===== src/rtl/booth_pkg.sv =====
// Shared types, default widths and saturation limits for the Booth product
// accumulator slice.
package booth_pkg;

  typedef enum logic [1:0] {
    IDLE  = 2'd0,
    ACCUM = 2'd1,
    DONE  = 2'd2
  } state_e;

  localparam int unsigned PROD_W_DEF = 8;
  localparam int unsigned ACC_W_DEF  = 16;
  localparam int unsigned LEN_W_DEF  = 4;

  // Largest and smallest values of a signed acc_w-bit accumulator.
  function automatic longint sat_max(input int unsigned acc_w);
    return (longint'(1) <<< (acc_w - 1)) - longint'(1);
  endfunction

  function automatic longint sat_min(input int unsigned acc_w);
    return -(longint'(1) <<< (acc_w - 1));
  endfunction

endpackage


===== src/rtl/booth_product_accumulator_if.sv =====
// Control, product-in and result-out signals of the Booth product accumulator.
interface booth_product_accumulator_if
  import booth_pkg::*;
#(
  parameter int unsigned PROD_W = PROD_W_DEF,
  parameter int unsigned ACC_W  = ACC_W_DEF,
  parameter int unsigned LEN_W  = LEN_W_DEF
);

  logic                     start;
  logic [LEN_W-1:0]         len;
  logic                     in_valid;
  logic                     in_ready;
  logic signed [PROD_W-1:0] in_p;
  logic                     out_valid;
  logic                     out_ready;
  logic signed [ACC_W-1:0]  out_acc;
  logic                     out_ovf;
  logic                     busy;

  modport master (
    output start, len, in_valid, in_p, out_ready,
    input  in_ready, out_valid, out_acc, out_ovf, busy
  );

  modport slave (
    input  start, len, in_valid, in_p, out_ready,
    output in_ready, out_valid, out_acc, out_ovf, busy
  );

endinterface


===== src/rtl/booth_sat_adder.sv =====
// Combinational signed add of a product into the accumulator, clamped to the
// accumulator range with an overflow indication.
module booth_sat_adder
  import booth_pkg::*;
#(
  parameter int unsigned PROD_W = PROD_W_DEF,
  parameter int unsigned ACC_W  = ACC_W_DEF
) (
  input  logic signed [ACC_W-1:0]  acc,
  input  logic signed [PROD_W-1:0] p,
  output logic signed [ACC_W-1:0]  sum,
  output logic                     ovf
);

  localparam int unsigned SUM_W = ACC_W + 1;
  localparam logic signed [SUM_W-1:0] MAX_V = SUM_W'(sat_max(ACC_W));
  localparam logic signed [SUM_W-1:0] MIN_V = SUM_W'(sat_min(ACC_W));

  logic signed [SUM_W-1:0] wide_c;

  // One extra bit makes any single-step excursion visible before clamping.
  always_comb begin
    wide_c = SUM_W'(acc) + SUM_W'(p);
    sum    = ACC_W'(wide_c);
    ovf    = 1'b0;
    if (wide_c > MAX_V) begin
      sum = ACC_W'(MAX_V);
      ovf = 1'b1;
    end else if (wide_c < MIN_V) begin
      sum = ACC_W'(MIN_V);
      ovf = 1'b1;
    end
  end

endmodule


===== src/rtl/booth_product_accumulator.sv =====
// Accumulates a programmed number of signed Booth products into a saturating
// accumulator and hands the sum to writeback over a valid/ready port.
module booth_product_accumulator
  import booth_pkg::*;
#(
  parameter int unsigned PROD_W = PROD_W_DEF,
  parameter int unsigned ACC_W  = ACC_W_DEF,
  parameter int unsigned LEN_W  = LEN_W_DEF
) (
  input logic                        clk,
  input logic                        rst,
  booth_product_accumulator_if.slave bus
);

  state_e                  state_q, state_d;
  logic signed [ACC_W-1:0] acc_q, acc_d;
  logic                    ovf_q, ovf_d;
  logic [LEN_W-1:0]        cnt_q, cnt_d;

  logic signed [ACC_W-1:0] add_sum;
  logic                    add_ovf;
  logic                    beat_c;

  booth_sat_adder #(
    .PROD_W (PROD_W),
    .ACC_W  (ACC_W)
  ) u_sat_adder (
    .acc (acc_q),
    .p   (bus.in_p),
    .sum (add_sum),
    .ovf (add_ovf)
  );

  assign beat_c = bus.in_valid && (state_q == ACCUM);

  always_ff @(posedge clk) begin
    if (rst) begin
      state_q <= IDLE;
      acc_q   <= '0;
      ovf_q   <= 1'b0;
      cnt_q   <= '0;
    end else begin
      state_q <= state_d;
      acc_q   <= acc_d;
      ovf_q   <= ovf_d;
      cnt_q   <= cnt_d;
    end
  end

  always_comb begin
    state_d = state_q;
    acc_d   = acc_q;
    ovf_d   = ovf_q;
    cnt_d   = cnt_q;
    unique case (state_q)
      IDLE: begin
        if (bus.start) begin
          acc_d   = '0;
          ovf_d   = 1'b0;
          cnt_d   = bus.len;
          state_d = (bus.len != '0) ? ACCUM : DONE;
        end
      end
      ACCUM: begin
        if (beat_c) begin
          acc_d = add_sum;
          ovf_d = ovf_q | add_ovf;
          cnt_d = cnt_q - LEN_W'(1);
          if (cnt_q == LEN_W'(1)) begin
            state_d = DONE;
          end
        end
      end
      DONE: begin
        if (bus.out_ready) begin
          state_d = IDLE;
        end
      end
      default: state_d = IDLE;
    endcase
  end

  // Handshake outputs decode the state flop only; no input-to-output paths.
  assign bus.in_ready  = (state_q == ACCUM);
  assign bus.out_valid = (state_q == DONE);
  assign bus.busy      = (state_q != IDLE);
  assign bus.out_acc   = acc_q;
  assign bus.out_ovf   = ovf_q;

endmodule

===== src/flat_wrapper.sv =====
// flat-port wrapper written by rule: the top's interface ports become plain ports
module booth_product_accumulator_flat import booth_pkg::*;
#(
  parameter int unsigned PROD_W = PROD_W_DEF,
  parameter int unsigned ACC_W  = ACC_W_DEF,
  parameter int unsigned LEN_W  = LEN_W_DEF
)
  (clk, rst, bus_start, bus_len, bus_in_valid, bus_in_p, bus_out_ready, bus_in_ready, bus_out_valid, bus_out_acc, bus_out_ovf, bus_busy);
  booth_product_accumulator_if #(.PROD_W(PROD_W), .ACC_W(ACC_W), .LEN_W(LEN_W)) bus_i ();
  input logic clk;
  input logic rst;
  input wire logic [$bits(bus_i.start)-1:0] bus_start;
  input wire logic [$bits(bus_i.len)-1:0] bus_len;
  input wire logic [$bits(bus_i.in_valid)-1:0] bus_in_valid;
  input wire logic [$bits(bus_i.in_p)-1:0] bus_in_p;
  input wire logic [$bits(bus_i.out_ready)-1:0] bus_out_ready;
  output wire logic [$bits(bus_i.in_ready)-1:0] bus_in_ready;
  output wire logic [$bits(bus_i.out_valid)-1:0] bus_out_valid;
  output wire logic [$bits(bus_i.out_acc)-1:0] bus_out_acc;
  output wire logic [$bits(bus_i.out_ovf)-1:0] bus_out_ovf;
  output wire logic [$bits(bus_i.busy)-1:0] bus_busy;
  assign bus_i.start = bus_start;
  assign bus_i.len = bus_len;
  assign bus_i.in_valid = bus_in_valid;
  assign bus_i.in_p = bus_in_p;
  assign bus_i.out_ready = bus_out_ready;
  assign bus_in_ready = bus_i.in_ready;
  assign bus_out_valid = bus_i.out_valid;
  assign bus_out_acc = bus_i.out_acc;
  assign bus_out_ovf = bus_i.out_ovf;
  assign bus_busy = bus_i.busy;
  booth_product_accumulator #(.PROD_W(PROD_W), .ACC_W(ACC_W), .LEN_W(LEN_W)) u_core (.clk(clk), .rst(rst), .bus(bus_i));
endmodule

===== config.mk =====
export PLATFORM = sky130hd
export DESIGN_NAME = booth_product_accumulator_flat
export DESIGN_NICKNAME = d
export VERILOG_FILES = /design/src/rtl/booth_pkg.sv /design/src/rtl/booth_product_accumulator_if.sv /design/src/rtl/booth_sat_adder.sv /design/src/rtl/booth_product_accumulator.sv /design/src/flat_wrapper.sv
export SDC_FILE = /design/constraint.sdc
export NUM_CORES = 1
export LEC_CHECK = 0
export BUFFER_PORTS_ARGS = -buffer_cell sky130_fd_sc_hd__clkbuf_2
export CAP_MARGIN = 40
export CORE_AREA = 2 2 89 70
export DETAILED_ROUTE_END_ITERATION = 8
export DIE_AREA = 0 0 91 72
export MAX_ROUTING_LAYER = met4
export PLACE_DENSITY_LB_ADDON = 0.1
export SETUP_SLACK_MARGIN = 0.05
export SYNTH_ARGS = -nofsm -noshare
export SYNTH_HDL_FRONTEND = slang
export SYNTH_SLANG_ARGS = --single-unit

===== constraint.sdc =====
create_clock -name clk -period 6.85 [get_ports clk]
set_input_delay 1.37 -clock clk [delete_from_list [all_inputs] [get_ports clk]]
set_output_delay 1.37 -clock clk [all_outputs]
set_load 0.05 [all_outputs]

==> impl_summary.txt, run 1 <==
----------------------------------------------------
[Status]
  Status ... finished clean

[Clock network]
  H-tree levels ... 1
  CTS tree ... yes
  Clock tree buffer depth ... 2
  TritonCTS Sinks ... 23
  # hold bufs at CTS ... 0
  Post-CTS setup repair buffer count ... 0
  Number of buffers created by CTS ... 3
  Worst-path clk slew ... 100 ps
  Worst skew pair latency ... 280 ps
  Clock tree root driver cell ... sky130_fd_sc_hd__clkbuf_8
  Post-cts repair resize count ... 0

[Synthesis]
  Number of library cell types mapped by synthesis ... 53
  YS warnings ... 0
  Cells after synthesis ... 254
  Synth Area in Compound Gates ... 29.86%
  Post-Synth Simple-Gate Area ... 23.01%
  Portion of the post-synthesis area used by sequential elements ... 23.79%
  Synthesized area per cell ... 7.620 um2
  Register bit count reported by yosys ... 23
  Post-synth design cell area ... 0.001936 mm2
  Fraction of synthesized cell area in xor and xnor cells ... 4.977%
  Combinational family with the most area after synthesis ... compound AO/OA/AOI/OAI gates
  Most frequent cells after synthesis ... sky130_fd_sc_hd__nand2_1, sky130_fd_sc_hd__a21oi_1, sky130_fd_sc_hd__nor2_1, sky130_fd_sc_hd__dfxtp_1, sky130_fd_sc_hd__ha_1
  Number of flops mapped to enable cells by yosys ... 0
  Share of cell area taken by muxes after synthesis ... 1.099%
  Dominant cells by area after synthesis ... sky130_fd_sc_hd__dfxtp_1, sky130_fd_sc_hd__ha_1, sky130_fd_sc_hd__a21oi_1
  Synthesized-area fraction occupied by adder cells ... 12.67%
  Async SR Flop Fraction ... 0%
  Most frequently used cell type in the post-synthesis netlist ... sky130_fd_sc_hd__nand2_1
  Cell type with the largest total area after synthesis ... sky130_fd_sc_hd__dfxtp_1
  Dominant synthesized flop cell ... sky130_fd_sc_hd__dfxtp_1
  Synthesized Nets ... 290
  Area share of the largest cell type after synthesis ... 23.79%

[Drt]
  Detail-routed net length per standard cell ... 14.17 um
  Remaining antenna violation count ... 0
  DRT iter0 DRCs ... 57
  Number of detailed-route iterations in the first pass ... 4
  Total via count in the routed design ... 1889
  Vias/cell ... 5.247
  Sum of routed wire length over all layers ... 5.102 mm
  DR DRC count ... 0

[Timing]
  TNS Setup ... 0 ps
  Fmax ... 264.2 MHz
  RSZ-0062 raised after global routing ... false
  Setup-failing EPs final ... 0
  Endpoints failing hold ... 0
  Setup skew after layout ... 4.457 ps
  Post-route clock period utilization ... 55.25%
  Time the final worst path needs with I/O delays and setup ... 3784 ps
  Final critical-path setup slack ... 3066 ps
  Max-slew violation total from the final report ... 0
  Transition time of the tightest slew-check pin ... 813.5 ps
  Normalized max-slew margin ... 45.77%

[Power]
  Cell Pwr Density ... 180.4 mW/mm2
  Comb pwr share ... 38.6%
  Power after layout ... 0.3976 mW
  Net switching power of the design ... 0.1632 mW
  Worst ir drop on vdd ... 78.59 uV
  Relative contribution of the clock network to total power ... 23.6%
  Switching Fraction ... 41.04%
  Cell-internal power ... 0.2344 mW
  Register share of total power ... 37.8%
  P_leak ... 0.9176 nW

[Die]
  Width of the chip ... 91 um
  Die Outline Area ... 0.006552 mm2
  Die height ... 72 um
  Boundary Pins ... 37
  Initial Utilization ... 34.29%
  Site Rows ... 24
  Std-Cell Core Area ... 0.005645 mm2

[GRT]
  Pin count of the biggest net entering global routing ... 24
  Global-route wire length before repair ... 8.480 mm
  Vias in the first global route ... 1722
  Global route total overflow ... 0
  GRT Total Usage ... 16.19%
  Antenna violations before repair ... 0

[Setup path]
  Max Fanout on Critical Path ... 15
  Data arrival at the endpoint of the critical path ... 3980 ps
  Kind of end point of the critical path ... flop
  Critical setup path kind ... input port to flop
  Required time of the critical path ... 7040 ps
  Crit path launch type ... input port

[Layout]
  Layout Area Growth over Synthesis ... 13.90%
  Share of layout cells above drive strength 1 ... 18.09%
  Filler cell count ... 618
  Final antenna diode count ... 0
  Layout Nets ... 319

[Placement]
  Number of I/O port buffers ... 36
  Worst-case setup slack after placement ... 2717 ps
  Final weighted congestion in routability-driven placement ... 0.8055
  DPL Wire Length ... 3.670 mm

[Run]
  Count of maximum capacitance violations ... 0

[Worst hold path]
  Kind of path behind the tightest hold check ... flop to flop

----------------------------------------------------
state kept, by name, summed over array words and instances (netlist names):
| register | count |
|---|---|
| u_core.state_q | 2 |
| u_core.bus.out_acc | 16 |
| u_core.bus.out_ovf | 1 |
| u_core.cnt_q | 4 |
cell families (layout without fill, tap and decap cells):
family / count (synthesis) / after routing
muxes: 2 / 2
xor gates and xnor gates: 11 / 11
buffers and inverters: 20 / 48
adders and majority gates: 19 / 19
and+or+nand+nor: 98 / 98
DFF: 23 / 23
AOI/OAI and AO/OA: 81 / 81
critical path, stage by stage:
cell and delay [ps]:
sky130_fd_sc_hd__clkbuf_2 80, sky130_fd_sc_hd__ha_1 170, sky130_fd_sc_hd__inv_1 60, sky130_fd_sc_hd__fa_1 370, sky130_fd_sc_hd__nand2b_1 190, sky130_fd_sc_hd__a21oi_1 250, sky130_fd_sc_hd__a41o_1 330, sky130_fd_sc_hd__a211oi_2 120
sky130_fd_sc_hd__o22ai_2 550, sky130_fd_sc_hd__o41ai_1 200, sky130_fd_sc_hd__a311oi_1 280
final timing paths:
path	start	to	slack (ps)	cells past startpoint
setup reg to reg	u_core.bus.out_acc[0]$_SDFFE_PP0P_	u_core.bus.out_acc[14]$_SDFFE_PP0P_	3820	10
hold / removal	u_core.bus.out_ovf$_SDFFE_PP0P_	u_core.bus.out_ovf$_SDFFE_PP0P_	450	2
hold reg to reg	u_core.bus.out_ovf$_SDFFE_PP0P_	u_core.bus.out_ovf$_SDFFE_PP0P_	450	2
setup / recovery	bus_in_p[0]	u_core.bus.out_acc[14]$_SDFFE_PP0P_	3070	11
power by group through the flow:
stage	clock network, mW	registers [mW]	logic (mW)
2_1_floorplan	0	0.168	0.105
3_3_place_gp	0	0.154	0.154
3_5_place_dp	0	0.154	0.153
4_1_cts	0.0988	0.150	0.154
5_1_grt	0.104	0.152	0.171
6_report	0.0939	0.150	0.153
layout make-up:
type / instances / area (um2) / share of cell area, %
Multi-Input combinational cell: 211 / 1386 / 62.88
Tap cell: 78 / 97.59 / 4.427
Clock inverter: 1 / 5.005 / 0.2270
Clock buffer: 3 / 41.29 / 1.873
Timing Repair Buffer: 37 / 187.7 / 8.513
Inverter: 7 / 26.28 / 1.192
Sequential cell: 23 / 460.4 / 20.89
layout by cell type (no fill, tap or decap), drive strengths merged, types with 3 or more instances in the layout:
cell and n:
xnor2 6, a21oi 31, nand2b 6, nand3 5, a211oi 4, o21ai 9, inv 7, clkbuf 39
nor3 5, a311oi 16, nand2 40, xor2 5, ha 18, nor2 28, a21o 3, o22ai 3
dfxtp 23
metrics by stage:
| stage | util (%) | instances | hold WS [ps] | instance area, um2 |
|---|---|---|---|---|
| floorplan | - | 254 | 479.0 | 1936 |
| global placement | 38.23 | 356 | 453.8 | 2158 |
| detailed placement | 38.23 | 356 | 444.0 | 2158 |
| CTS | 39.05 | 360 | 458.3 | 2205 |
| global route | 39.05 | 360 | 501.0 | 2205 |
| finish | 39.05 | 360 | 451.8 | 2205 |
layer usage:
metal	wire length, um	part of all wire [%]	GRT usage [%]
met5	0	0	-
met4	42	0.82	3.030
met3	230	4.5	2.596
met2	2117	41	22.96
met1	2712	53	24.25
No activity file was read; power rests on OpenSTA's default activity.
==> run 2, diff against run 1 <==
==> constraint.sdc (replaced) <==
create_clock -name clk -period 3.2 [get_ports clk]
set_input_delay 0.64 -clock clk [delete_from_list [all_inputs] [get_ports clk]]
set_output_delay 0.64 -clock clk [all_outputs]
set_load 0.05 [all_outputs]
==> run 2 against run 1 <==
Net effect: combinational power grew 130%; hold slack better by 15 ps; global-route usage increased by 0.20 points; critical path depth down 2; via count is 1.7% higher; routed wire length is 1.1% higher; clock power is 100% higher; worst setup slack got worse by 2700 ps; register-to-register slack worse by 3300 ps; flip-flop and latch count did not move; design area increased by 4.0%; sequential power increased by 120%; critical path type unchanged.
==> impl_summary.txt, run 2 (same netlist as run 1, synthesis figures left out) <==
----------------------------------------------------
[Status]
  Status ... finished clean

[Drt]
  Vias/cell ... 5.206
  Remaining antenna violation count ... 0
  Total via count in the routed design ... 1921
  Sum of routed wire length over all layers ... 5.156 mm
  DR DRC count ... 0
  DRT iter0 DRCs ... 91
  Detail-routed net length per standard cell ... 13.97 um
  Number of detailed-route iterations in the first pass ... 4

[Setup path]
  Reg2Reg Setup Slack ... 490 ps
  Kind of end point of the critical path ... flop
  Required time of the critical path ... 3330 ps
  Data arrival at the endpoint of the critical path ... 2990 ps
  Crit path launch type ... input port
  Critical setup path kind ... input port to flop
  Max Fanout on Critical Path ... 15

[Die]
  Std-Cell Core Area ... 0.005645 mm2
  Die Outline Area ... 0.006552 mm2
  Width of the chip ... 91 um
  Boundary Pins ... 37
  Initial Utilization ... 34.29%
  Die height ... 72 um
  Site Rows ... 24

[Layout]
  Layout Area Growth over Synthesis ... 18.42%
  Max FFs per register ... 16
  Final core occ ... 40.60%
  Commonest cells after routing, fill and taps aside ... sky130_fd_sc_hd__nand2_1, sky130_fd_sc_hd__clkbuf_2, sky130_fd_sc_hd__a21oi_1
  Leading cell type in the layout, fill and taps excluded ... sky130_fd_sc_hd__nand2_1
  Layout Nets ... 328
  Share of layout cells above drive strength 1 ... 20.62%
  Filler cell count ... 630
  Final antenna diode count ... 0

[GRT]
  GRT Total Usage ... 16.39%
  Met1 Resource Use GR ... 22.99%
  Met2 Usage GRT ... 24.77%
  Vias in the first global route ... 1767
  Highest-utilization routing layer at the global route stage ... met2
  Global-route wire length before repair ... 8.611 mm
  Pin count of the biggest net entering global routing ... 32
  Antenna violations before repair ... 0
  Met3 track demand over resource in global routing ... 2.285%
  Global route total overflow ... 0

[Timing]
  RSZ-0062 raised after global routing ... false
  Setup-failing EPs final ... 0
  Endpoints failing hold ... 0
  Post-route clock period utilization ... 89.50%
  Normalized max-slew margin ... 48.79%
  Fmax ... 349.2 MHz
  Time the final worst path needs with I/O delays and setup ... 2864 ps
  Transition time of the tightest slew-check pin ... 768.2 ps
  Max-slew violation total from the final report ... 0
  Setup skew after layout ... 9.344 ps
  Final critical-path setup slack ... 336.0 ps

[Clock network]
  Worst-path clk slew ... 80 ps
  # hold bufs at CTS ... 0
  TritonCTS Sinks ... 23
  Clock tree root driver cell ... sky130_fd_sc_hd__clkbuf_8
  Clock tree buffer depth ... 2
  Worst skew pair latency ... 270 ps
  Number of buffers created by CTS ... 3
  H-tree levels ... 1
  CTS tree ... yes

[Placement]
  Worst-case setup slack after placement ... -39.92 ps
  DPL Wire Length ... 3.749 mm
  Number of I/O port buffers ... 36
  Final weighted congestion in routability-driven placement ... 0.8007

[Power]
  Worst ir drop on vdd ... 102.8 uV
  P_leak ... 0.9646 nW
  Cell Pwr Density ... 375.5 mW/mm2

[Worst hold path]
  Kind of path behind the tightest hold check ... flop to flop

[Run]
  Count of maximum capacitance violations ... 0

----------------------------------------------------
[run 2: where the power goes]
part	switching, mW	total [mW]	internal (mW)
combinational	0.223	0.350	0.127
sequential	0.0195	0.323	0.303
clock	0.101	0.188	0.0870
[run 2: metrics by stage]
step | TNS (ps) | area, um2 | std cells | hold WS [ps] | power [mW]
floorplan | 0 | 1936 | 254 | 479.0 | 0.5856
global placement | 0 | 2238 | 365 | 458.1 | 0.6771
detailed placement | -39.92 | 2238 | 365 | 461.0 | 0.6738
CTS | 0 | 2285 | 369 | 473.5 | 0.8682
global route | 0 | 2292 | 369 | 517.4 | 0.9242
finish | 0 | 2292 | 369 | 466.7 | 0.8607
[run 2: area by class of cell]
| class | count | area [um2] | area share (%) |
|---|---|---|---|
| multi-input cells | 211 | 1394 | 60.81 |
| flip-flops and latches | 23 | 460.4 | 20.09 |
| repair buffers | 46 | 267.8 | 11.68 |
| well taps | 78 | 97.59 | 4.258 |
| clock buffers | 3 | 41.29 | 1.801 |
| inverters | 7 | 26.28 | 1.146 |
| clock inverters | 1 | 5.005 | 0.2183 |
[run 2: worst max-delay path: stages]
cell                       delay, ps
sky130_fd_sc_hd__clkbuf_2        190
sky130_fd_sc_hd__ha_1            330
sky130_fd_sc_hd__a21o_1          220
sky130_fd_sc_hd__a31oi_1         310
sky130_fd_sc_hd__o31ai_4         140
sky130_fd_sc_hd__a311oi_1        540
sky130_fd_sc_hd__nor2_1          160
sky130_fd_sc_hd__nand2_2         320
sky130_fd_sc_hd__a311oi_1        150
[run 2: path summary, 6_finish.rpt]
check | depth (start not counted) | from | end
worst max-delay path | 9 | bus_in_p[7] | u_core.bus.out_acc[13]$_SDFFE_PP0P_
worst min-delay path | 2 | u_core.bus.out_ovf$_SDFFE_PP0P_ | u_core.bus.out_ovf$_SDFFE_PP0P_
worst max register to register | 11 | u_core.bus.out_acc[0]$_SDFFE_PP0P_ | u_core.bus.out_acc[14]$_SDFFE_PP0P_
worst min register to register | 2 | u_core.bus.out_ovf$_SDFFE_PP0P_ | u_core.bus.out_ovf$_SDFFE_PP0P_
[run 2: repair_timing]
action / CTS / global route
endpoints found under the setup margin: 0 / 1
gates resized for setup: 0 / 1
setup buffers: 0 / 0
[run 2: layer usage]
metal	share of wire, %	wire length [um]
met2	42	2177
met3	3.8	196
met5	0	0
met1	53	2748
met4	0.66	34
